==> src/rtl/wb_arb_pkg.sv <==
// Shared definitions for the Wishbone round-robin arbiter family.
//   arb_state_e : arbiter FSM encoding (IDLE / BUSY / RECOVER)
//   MAX_MASTERS : upper bound on the number of requesters an arbiter supports
//   rr_wrap     : wraps a rotated index back into 0..n-1
package wb_arb_pkg;

    typedef enum logic [1:0] {
        IDLE    = 2'd0,
        BUSY    = 2'd1,
        RECOVER = 2'd2
    } arb_state_e;

    localparam int MAX_MASTERS = 8;

    // v is at most 2*n-1 (last index plus an offset of 1..n), so one
    // conditional subtract is enough to wrap it.
    function automatic int rr_wrap(input int v, input int n);
        int r;
        if (v >= n) begin
            r = v - n;
        end else begin
            r = v;
        end
        return r;
    endfunction

endpackage

==> src/rtl/wb_rr_pick.sv <==
// Combinational rotate-priority encoder.
// Searches req upward starting at last+1, wrapping N-1 -> 0, and reports the
// first set bit. The previous winner therefore has the lowest priority.
//   req    in  N       request vector
//   last   in  IW      index of the previous winner
//   onehot out N       one-hot winner (all 0 when no request)
//   idx    out IW      winner index (0 when no request)
//   any    out 1       at least one request present
module wb_rr_pick
    import wb_arb_pkg::*;
#(
    parameter int N  = 4,
    parameter int IW = $clog2(N)
) (
    input  logic [N-1:0]  req,
    input  logic [IW-1:0] last,
    output logic [N-1:0]  onehot,
    output logic [IW-1:0] idx,
    output logic          any
);

    // Rotating search for the first requester after the previous winner.
    always_comb begin
        int cand;
        cand   = 0;
        onehot = '0;
        idx    = '0;
        any    = 1'b0;
        for (int k = 1; k <= N; k++) begin
            cand = rr_wrap(int'(last) + k, N);
            if (!any && req[cand]) begin
                any          = 1'b1;
                idx          = IW'(cand);
                onehot[cand] = 1'b1;
            end else begin
                any = any;
            end
        end
    end

endmodule

==> src/rtl/wb_rr_arbiter.sv <==
// Round-robin arbiter sharing one Wishbone slave among NUM_MASTERS masters.
// A master owns the slave for its whole cycle (m_cyc high); the owner's
// controls are muxed combinationally onto the slave and wb_ack is routed back
// to it alone. A watchdog ends a transfer whose strobe waits too long for an
// ack: the owner sees a one-cycle m_err pulse and the arbiter parks in RECOVER
// (slave side quiet) until that master drops m_cyc.
//   hclk, hresetn           clock, synchronous active-low reset
//   m_cyc/m_stb/m_we        per-master controls
//   m_addr/m_data_out       packed per-master address / write data
//   m_data_in               slave read data broadcast to every master
//   m_ack/m_err             per-master ack (combinational) / timeout (registered)
//   gnt                     registered one-hot grant, 0 when idle
//   wb_*                    slave-side port
module wb_rr_arbiter
    import wb_arb_pkg::*;
#(
    parameter int NUM_MASTERS = 4,
    parameter int ADDR_WIDTH  = 2,
    parameter int DATA_WIDTH  = 8,
    parameter int TIMEOUT     = 16
) (
    input  logic                              hclk,
    input  logic                              hresetn,
    input  logic [NUM_MASTERS-1:0]            m_cyc,
    input  logic [NUM_MASTERS-1:0]            m_stb,
    input  logic [NUM_MASTERS-1:0]            m_we,
    input  logic [NUM_MASTERS*ADDR_WIDTH-1:0] m_addr,
    input  logic [NUM_MASTERS*DATA_WIDTH-1:0] m_data_out,
    output logic [DATA_WIDTH-1:0]             m_data_in,
    output logic [NUM_MASTERS-1:0]            m_ack,
    output logic [NUM_MASTERS-1:0]            m_err,
    output logic [NUM_MASTERS-1:0]            gnt,
    output logic                              wb_cyc,
    output logic                              wb_stb,
    output logic                              wb_we,
    output logic [ADDR_WIDTH-1:0]             wb_addr,
    output logic [DATA_WIDTH-1:0]             wb_data_out,
    input  logic [DATA_WIDTH-1:0]             wb_data_in,
    input  logic                              wb_ack
);

    localparam int IDX_W  = $clog2(NUM_MASTERS);
    localparam int WDOG_W = (TIMEOUT > 0) ? $clog2(TIMEOUT + 1) : 1;
    localparam logic WD_EN = (TIMEOUT > 0);
    localparam logic [WDOG_W-1:0] WDOG_LAST = (TIMEOUT > 0) ? WDOG_W'(TIMEOUT - 1) : '0;
    localparam logic [IDX_W-1:0]  LAST_RST  = IDX_W'(NUM_MASTERS - 1);

    arb_state_e                state_q, state_d;
    logic [NUM_MASTERS-1:0]    gnt_q, gnt_d;
    logic [IDX_W-1:0]          last_q, last_d;
    logic [WDOG_W-1:0]         wdog_q, wdog_d;
    logic [NUM_MASTERS-1:0]    m_err_q, m_err_d;

    logic [NUM_MASTERS-1:0]    pick_onehot;
    logic [IDX_W-1:0]          pick_idx;
    logic                      pick_any;

    logic                      sel_cyc;
    logic                      sel_stb;
    logic                      sel_we;
    logic [ADDR_WIDTH-1:0]     sel_addr;
    logic [DATA_WIDTH-1:0]     sel_data;
    logic                      wd_stall;
    logic                      wd_expire;

    wb_rr_pick #(
        .N  (NUM_MASTERS),
        .IW (IDX_W)
    ) u_pick (
        .req    (m_cyc),
        .last   (last_q),
        .onehot (pick_onehot),
        .idx    (pick_idx),
        .any    (pick_any)
    );

    // last_q always names the current owner while a grant is held, so it
    // doubles as the mux select (cheaper than re-encoding the one-hot gnt).
    assign sel_cyc  = m_cyc[last_q];
    assign sel_stb  = m_stb[last_q];
    assign sel_we   = m_we[last_q];
    assign sel_addr = m_addr[int'(last_q) * ADDR_WIDTH +: ADDR_WIDTH];
    assign sel_data = m_data_out[int'(last_q) * DATA_WIDTH +: DATA_WIDTH];

    // Strobe waiting on the slave; expiry needs the owner still in its cycle,
    // and a same-cycle ack always beats expiry because it clears wd_stall.
    assign wd_stall  = (state_q == BUSY) && sel_stb && !wb_ack;
    assign wd_expire = WD_EN && wd_stall && sel_cyc && (wdog_q == WDOG_LAST);

    // Slave-side mux and ack routing; only BUSY connects the owner.
    always_comb begin
        wb_cyc      = 1'b0;
        wb_stb      = 1'b0;
        wb_we       = 1'b0;
        wb_addr     = '0;
        wb_data_out = '0;
        m_ack       = '0;
        case (state_q)
            BUSY: begin
                wb_cyc        = sel_cyc;
                wb_stb        = sel_stb;
                wb_we         = sel_we;
                wb_addr       = sel_addr;
                wb_data_out   = sel_data;
                m_ack[last_q] = wb_ack;
            end
            default: begin
                wb_cyc = 1'b0;
            end
        endcase
    end

    // Next-state, grant, pointer and watchdog computation.
    always_comb begin
        state_d = state_q;
        gnt_d   = gnt_q;
        last_d  = last_q;
        wdog_d  = '0;
        m_err_d = '0;
        case (state_q)
            IDLE: begin
                if (pick_any) begin
                    state_d = BUSY;
                    gnt_d   = pick_onehot;
                    last_d  = pick_idx;
                end else begin
                    gnt_d = '0;
                end
            end
            BUSY: begin
                if (!sel_cyc) begin
                    state_d = IDLE;
                    gnt_d   = '0;
                end else if (wd_expire) begin
                    state_d = RECOVER;
                    m_err_d = gnt_q;
                end else if (WD_EN && wd_stall) begin
                    wdog_d = wdog_q + WDOG_W'(1);
                end else begin
                    wdog_d = '0;
                end
            end
            RECOVER: begin
                if (!sel_cyc) begin
                    state_d = IDLE;
                    gnt_d   = '0;
                end else begin
                    state_d = RECOVER;
                end
            end
            default: begin
                state_d = IDLE;
                gnt_d   = '0;
            end
        endcase
    end

    // State registers with synchronous active-low reset.
    always_ff @(posedge hclk) begin
        if (!hresetn) begin
            state_q <= IDLE;
            gnt_q   <= '0;
            last_q  <= LAST_RST;
            wdog_q  <= '0;
            m_err_q <= '0;
        end else begin
            state_q <= state_d;
            gnt_q   <= gnt_d;
            last_q  <= last_d;
            wdog_q  <= wdog_d;
            m_err_q <= m_err_d;
        end
    end

    assign gnt       = gnt_q;
    assign m_err     = m_err_q;
    assign m_data_in = wb_data_in;

endmodule

==> config.mk <==
export PLATFORM = sky130hd
export DESIGN_NAME = wb_rr_arbiter
export DESIGN_NICKNAME = d
export VERILOG_FILES = /design/src/rtl/wb_arb_pkg.sv /design/src/rtl/wb_rr_pick.sv /design/src/rtl/wb_rr_arbiter.sv
export SDC_FILE = /design/constraint.sdc
export NUM_CORES = 1
export LEC_CHECK = 0
export CORE_MARGIN = 5
export CORE_UTILIZATION = 34
export DETAILED_ROUTE_END_ITERATION = 8
export GPL_TIMING_DRIVEN = 0
export MAX_ROUTING_LAYER = met4
export PLACE_DENSITY_LB_ADDON = 0.25
export SYNTH_ARGS = -nofsm -noshare
export SYNTH_HDL_FRONTEND = slang
export SYNTH_SLANG_ARGS = --single-unit
==> constraint.sdc <==
create_clock -name hclk -period 2.4 [get_ports hclk]
set_input_delay 0.48 -clock hclk [delete_from_list [all_inputs] [get_ports hclk]]
set_output_delay 0.48 -clock hclk [all_outputs]
set_load 0.01 [all_outputs]
==> out/qor.csv, run 1 <==
stage,metric,value,unit
placement,post_dp_cell_area,2500,sq um
setup_path,startpoint_type,flop,
drt,num_vias,1544,
layout,syn2layout_area_growth,71.9,%
power_and_ir_drop,power.leakage,1.15,nW
placement,post-place-ws,-0.374,ns
min_path,worstHoldPathCells,1,
setup_path,r2r_cells,9,
placement,port_buffers,86,
timing,slew_viol_final,0,
layout,fillers,396,
yosys,synth-edff-count,0,
timing,fin_tns_setup,0,ns
global_route,grt_pass1_wl,7000,um
yosys,synth_compound_area_share,11.7,%
clocking,clock-sinks,17,
floorplan,die_h,77.4,um
timing,clock_skew,0.00460,ns
placement,hpwlAfterDp,3610,um
setup_path,end_kind,flop,
yosys,synthFlopType,dfxtp_1,
timing,timing.fmax,432,MHz
global_route,overflow,0,
global_route,grt_use_total,14.6,%
timing,tightest_slew,0.356,ns
yosys,ys_async_sr_fraction,0,%
timing,period_needed,2.32,ns
setup_path,path_max_fanout,11,
yosys,synth_area_per_cell,10.1,sq um
setup_path,arrival,2.46,ns
layout,fin_util,60.6,%
timing,hold_viol,0,
yosys,ys_seq_area_share,22.0,%
yosys,syn_nets,229,
power_and_ir_drop,vdd_ir_drop_max,0.366,mV
yosys,syn-cell-area,1550,sq um
drt,drc_errors,0,
yosys,synth.area.top_cells,"dfxtp_1 22%, mux4_2 19%, ha_1 11%, and2_1 6.5%, mux4_1 5.1%",
yosys,synthCells,153,
yosys,synth_cell_type_count,36,
yosys,yosysWarnings,0,
layout,drive_above_1_share,20.2,%
power_and_ir_drop,p_per_area,864,nW/um^2
setup_path,cp.required,2.55,ns
drt,drtPass1Iterations,4,
placement,place.gp.congestion,0.751,
clocking,tritoncts,built,
clocking,numCtsBuffers,3,
layout,final_cell_area,2660,sq um
timing,setup_viol,0,
floorplan,num_io_pins,96,
drt,viasPerCell,5.06,
yosys,synth_top_family_by_area,multiplexers,
yosys,yosys.area_share.xor_xnor,1.70,%
drt,wl_per_cell,14.3,um
yosys,yosysTopAreaCellShare,22.0,%
floorplan,start_util,35.3,%
clocking,clock_tree.buffer_depth,2,
floorplan,dieArea,6000,sq um
clocking,clockRootBuffer,clkbuf_8,
floorplan,coreArea,4380,sq um
global_route,antenna_found_initial,0,
timing,fin_crit_sh,96.5,%
drt,wirelength,4360,um
clocking,htree_num_levels,1,
setup_path,crit_type,reg2reg,
yosys,synth-simple-area-share,20.4,%
clocking,clk_pin_slew,0.06,ns
yosys,synth_mux_area_share,25.3,%
timing,setup_slack,0.0830,ns
floorplan,die_x,77.4,um
floorplan,row_count,24,
clocking,clk_latency,0.25,ns
drt,drt_iter0_markers,72,
run,cap_violations,0,
yosys,yosysTopAreaCell,dfxtp_1,
timing,relSlewSlack,76.3,%
global_route,grt_max_degree,11,
yosys,synth_fa_ha_area_share,10.5,%
yosys,synth.ff_latch_count,17,
layout,antenna_cells,0,
global_route,grt_pass1_vias,1543,
clocking,cts-hold-fix-buffers,0,
min_path,hold_class,reg2reg,
status,status,"finished, final reports clean",
drt,ant_nets,0,
layout,fin_nets,330,
-- cell families (layout without fill, tap and decap cells) --
family,after synthesis,after routing
adder cells (fa/ha/maj),13,13
multiplexers,18,18
buffers and inverters,24,124
XOR/XNOR,3,3
AO/OA/AOI/OAI,23,23
flip-flops,17,17
AND/OR/NAND/NOR,55,55
-- synth_stat cells (all sizes together), types with 2 or more instances --
cell,n
a221oi,2
mux4,16
nand3,3
nand2,10
clkbuf,3
and2,16
inv,9
a22oi,4
ha,13
dfxtp,17
and3,6
or3,2
buf,12
o21ai,7
a221o,4
nor3b,2
mux2i,2
nand2b,4
xnor2,2
nor2,10
-- critical path, cell delays in order (launching register included) --
cell and delay (ns):
dfxtp_4 0.36, buf_12 0.15, buf_12 0.13, clkinvlp_4 0.11, ha_4 0.29, mux4_2 0.32
or3_4 0.46, nor2_4 0.10, a21oi_2 0.07, o221a_1 0.22
-- routing by layer --
metal  up-vias  routed length [um]  global-route usage [%]
met5         -                   0                       -
met4         0                 136                    7.04
met3        13                 325                    3.36
met2        67                2170                    24.1
met1       707                1730                    16.7
li1        757                   -                       -
-- power by group --
part / internal, mW / leakage, nW / switching [mW]
sequential: 0.347 / 0.138 / 0.0540
combinational: 0.936 / 0.990 / 0.749
clock: 0.118 / 0.0228 / 0.0919
-- area by class of cell --
| class | count | area, sq um | share of cell area [%] |
|---|---|---|---|
| Clock buffer | 4 | 45.0 | 1.69 |
| Sequential cell | 17 | 345 | 13.0 |
| Buffer | 15 | 136 | 5.13 |
| Multi-Input combinational cell | 112 | 1090 | 41.0 |
| Tap cell | 52 | 65.1 | 2.45 |
| Timing Repair Buffer | 96 | 935 | 35.2 |
| Inverter | 9 | 41.3 | 1.55 |
-- metrics by stage --
stage	power, mW	instances	hold WS [ns]
global placement	1.97	291	0.434
CTS	2.21	299	0.462
floorplan	1.44	153	0.418
detailed placement	1.98	291	0.453
finish	2.30	305	0.455
global route	2.49	305	0.487
-- path summary, 6_finish.rpt --
path / endpoint / startpoint / slack, ns
worst max-delay path: state_q[0] / last_q[0] / 0.08
worst min-delay path: wdog_q[0] / wdog_q[0] / 0.46
worst max register to register: state_q[0] / last_q[0] / 0.08
worst min register to register: wdog_q[0] / wdog_q[0] / 0.46
-- registers in the layout, summed over array words and instances (netlist names) --
signal   flops
wdog_q       5
gnt          4
m_err        4
last_q       2
state_q      2
-- layout by cell type, fill, tap and decap left out, types with 2 or more instances in the layout --
cell type        count
a221o_1              4
a221oi_1             2
a22oi_1              4
and2_1              16
and3_1               6
buf_12               2
buf_4               17
buf_6                2
clkbuf_1             2
clkbuf_2             2
clkbuf_8             3
clkdlybuf4s50_1     68
clkinvlp_4           2
dfxtp_1             15
dlygate4sd2_1       17
ha_1                11
inv_1                7
mux2i_1              2
mux4_1               3
mux4_2              13
nand2_1             10
nand2b_1             4
nand3_1              3
nor2_1               8
nor2_4               2
nor3b_1              2
o21ai_1              6
xnor2_1              2
-- timing repair --
| item | CTS | global route |
|---|---|---|
| pin swaps | 1 | 2 |
| hold endpoints to repair | 0 | 0 |
| setup buffers | 4 | 5 |
| gates resized for setup | 28 | 5 |
| setup endpoints to repair | 23 | 18 |
| gates cloned | 0 | 1 |
No activity file was read; power rests on OpenSTA's default activity.
==> run 2, diff against run 1 <==
--- a/config.mk
+++ b/config.mk
@@ -6,8 +6,9 @@
 export NUM_CORES = 1
 export LEC_CHECK = 0
 export CORE_MARGIN = 5
-export CORE_UTILIZATION = 34
+export CORE_UTILIZATION = 57
 export DETAILED_ROUTE_END_ITERATION = 8
+export DONT_BUFFER_PORTS = 1
 export GPL_TIMING_DRIVEN = 0
 export MAX_ROUTING_LAYER = met4
 export PLACE_DENSITY_LB_ADDON = 0.25
==> out/qor.csv, run 2 (synthesized netlist as in run 1, its figures left out) <==
stage,metric,value,unit
placement,post-place-ws,-0.192,ns
layout,regMostFlops,wdog_q,
placement,hpwlAfterDp,3230,um
layout,final_cell_area,1760,sq um
floorplan,coreArea,2540,sq um
min_path,hold_class,in2reg,
timing,hold_viol,0,
floorplan,dieArea,3850,sq um
drt,wl_per_cell,20.1,um
layout,fin_nets,247,
clocking,clk_pin_slew,0.09,ns
setup_path,arrival,2.52,ns
placement,post_dp_cell_area,1610,sq um
layout,drive_above_1_share,30.6,%
clocking,htree_num_levels,1,
power_and_ir_drop,power.leakage,0.756,nW
power_and_ir_drop,finalPower,1.98,mW
setup_path,reg2reg_slack,0.06,ns
floorplan,num_io_pins,96,
layout,antenna_cells,0,
placement,place.gp.congestion,0.863,
timing,setup_viol,0,
global_route,grt_pass1_vias,1274,
setup_path,startpoint,last_q[0],
setup_path,crit_end,state_q[0],
layout,syn2layout_area_growth,13.8,%
timing,tightest_slew,0.356,ns
setup_path,path_max_fanout,6,
clocking,cts-hold-fix-buffers,0,
layout,mostFrequentLayoutCells,"22 x buf_4, 16 x and2_1, 15 x dfxtp_1",
drt,drc_errors,0,
timing,rsz0062_at_grt,true,
timing,relSlewSlack,76.2,%
layout,fillers,206,
setup_path,crit_type,reg2reg,
run,cap_violations,0,
setup_path,end_kind,flop,
layout,final_cells,200,
timing,slew_viol_final,0,
placement,dp_cells,183,
timing,period_needed,2.34,ns
global_route,grt_use_total,21.7,%
setup_path,critPathMaxStageDelay,0.46,ns
global_route,grt_max_degree,11,
clocking,clk_latency,0.29,ns
setup_path,timing.critical_path.mode_cell,buf_12,
setup_path,slowest_stage,or3_4,
timing,fin_tns_setup,0,ns
setup_path,r2r_cells,9,
clocking,clock_tree.buffer_depth,2,
timing,setup_slack,0.0650,ns
drt,wirelength,4020,um
timing,fin_crit_sh,97.3,%
setup_path,startpoint_type,flop,
drt,num_vias,1273,
clocking,clockRootBuffer,clkbuf_4,
drt,drt_iter0_markers,42,
layout,final_common_cell,buf_4,
floorplan,start_util,60.8,%
drt,viasPerCell,6.37,
clocking,clock-sinks,17,
floorplan,die_x,62.1,um
timing,timing.fmax,428,MHz
floorplan,row_count,18,
placement,port_buffers,0,
floorplan,die_h,62.1,um
layout,largest_reg_flops,5,
power_and_ir_drop,vdd_ir_drop_max,0.688,mV
clocking,tritoncts,built,
global_route,grt_pass1_wl,5950,um
setup_path,cp.required,2.59,ns
global_route,antenna_found_initial,0,
global_route,overflow,0,
status,status,"finished, final reports clean",
setup_path,r2r-end,state_q[0],
power_and_ir_drop,p_per_area,1130,nW/um^2
setup_path,path_cells,buf_12 -> buf_12 -> clkinvlp_4 -> ha_4 -> mux4_2 -> or3_4 -> nor2_4 -> a21oi_2 -> o221a_1,
timing,clock_skew,0.00113,ns
drt,drtPass1Iterations,4,
setup_path,reg2reg_from,last_q[0],
drt,ant_nets,0,
clocking,numCtsBuffers,3,
timing,holdWs,0.419,ns
layout,fin_util,69.1,%
-- run 2: changes by cell type in the layout (fill, tap and decap cells not counted), moves of 2 or more --
| cell | change |
|---|---|
| clkdlybuf4s50_1 | -68 |
| dlygate4sd2_1 | -17 |
| buf_4 | +5 |
| clkbuf_4 | +3 |
| clkbuf_8 | -3 |
| buf_6 | -2 |
-- run 2: layout make-up --
cell class | instances | area [sq um] | share of cell area (%)
sequential | 17 | 345 | 19.6
clock buffer | 3 | 22.5 | 1.28
clock inverter | 1 | 5.00 | 0.284
timing repair buffer | 13 | 97.6 | 5.55
tap | 30 | 37.5 | 2.13
buffer | 15 | 125 | 7.11
inverter | 9 | 37.5 | 2.13
multi-input combinational | 112 | 1090 | 61.9
-- run 2: per-layer routing --
layer / vias up / share of wire, % / global-route usage [%]
met1: 599 / 36 / 23.9
met5: - / 0 / -
met3: 10 / 9.0 / 3.72
li1: 593 / - / -
met4: 0 / 1.7 / 7.27
met2: 71 / 54 / 38.9
-- run 2: where the power goes --
group          internal, mW  switching (mW)  total (mW)
registers             0.347          0.0750       0.422
clock network        0.0620          0.0886       0.151
logic                 0.705           0.701        1.41
total                  1.11           0.865        1.98
-- run 2: worst min-delay path by stage --
stage | from | to | slack [ns] | cells past startpoint
2_1_floorplan | wdog_q[0] | wdog_q[0] | 0.42 | 1
3_3_place_gp | wdog_q[0] | wdog_q[0] | 0.43 | 1
3_5_place_dp | wdog_q[0] | wdog_q[0] | 0.45 | 1
4_1_cts | wb_ack | m_err[0] | 0.41 | 2
5_1_grt | wb_ack | m_err[0] | 0.42 | 2
6_report | wb_ack | m_err[0] | 0.42 | 2
-- run 2: repair_timing --
item	4_1_cts	5_1_grt
setup buffers	1	12
gates resized for setup	6	3
setup endpoints to repair	17	7
pin swaps	2	2
-- run 2: worst max-delay path, delay by kind of cell, from the launching register on --
family | cells | cell delay, ns
AOI/OAI and AO/OA | 2 | 0.30
muxes | 1 | 0.34
and+or+nand+nor | 2 | 0.56
DFF | 1 | 0.39
adders and majority gates | 1 | 0.30
buffers and inverters | 3 | 0.33
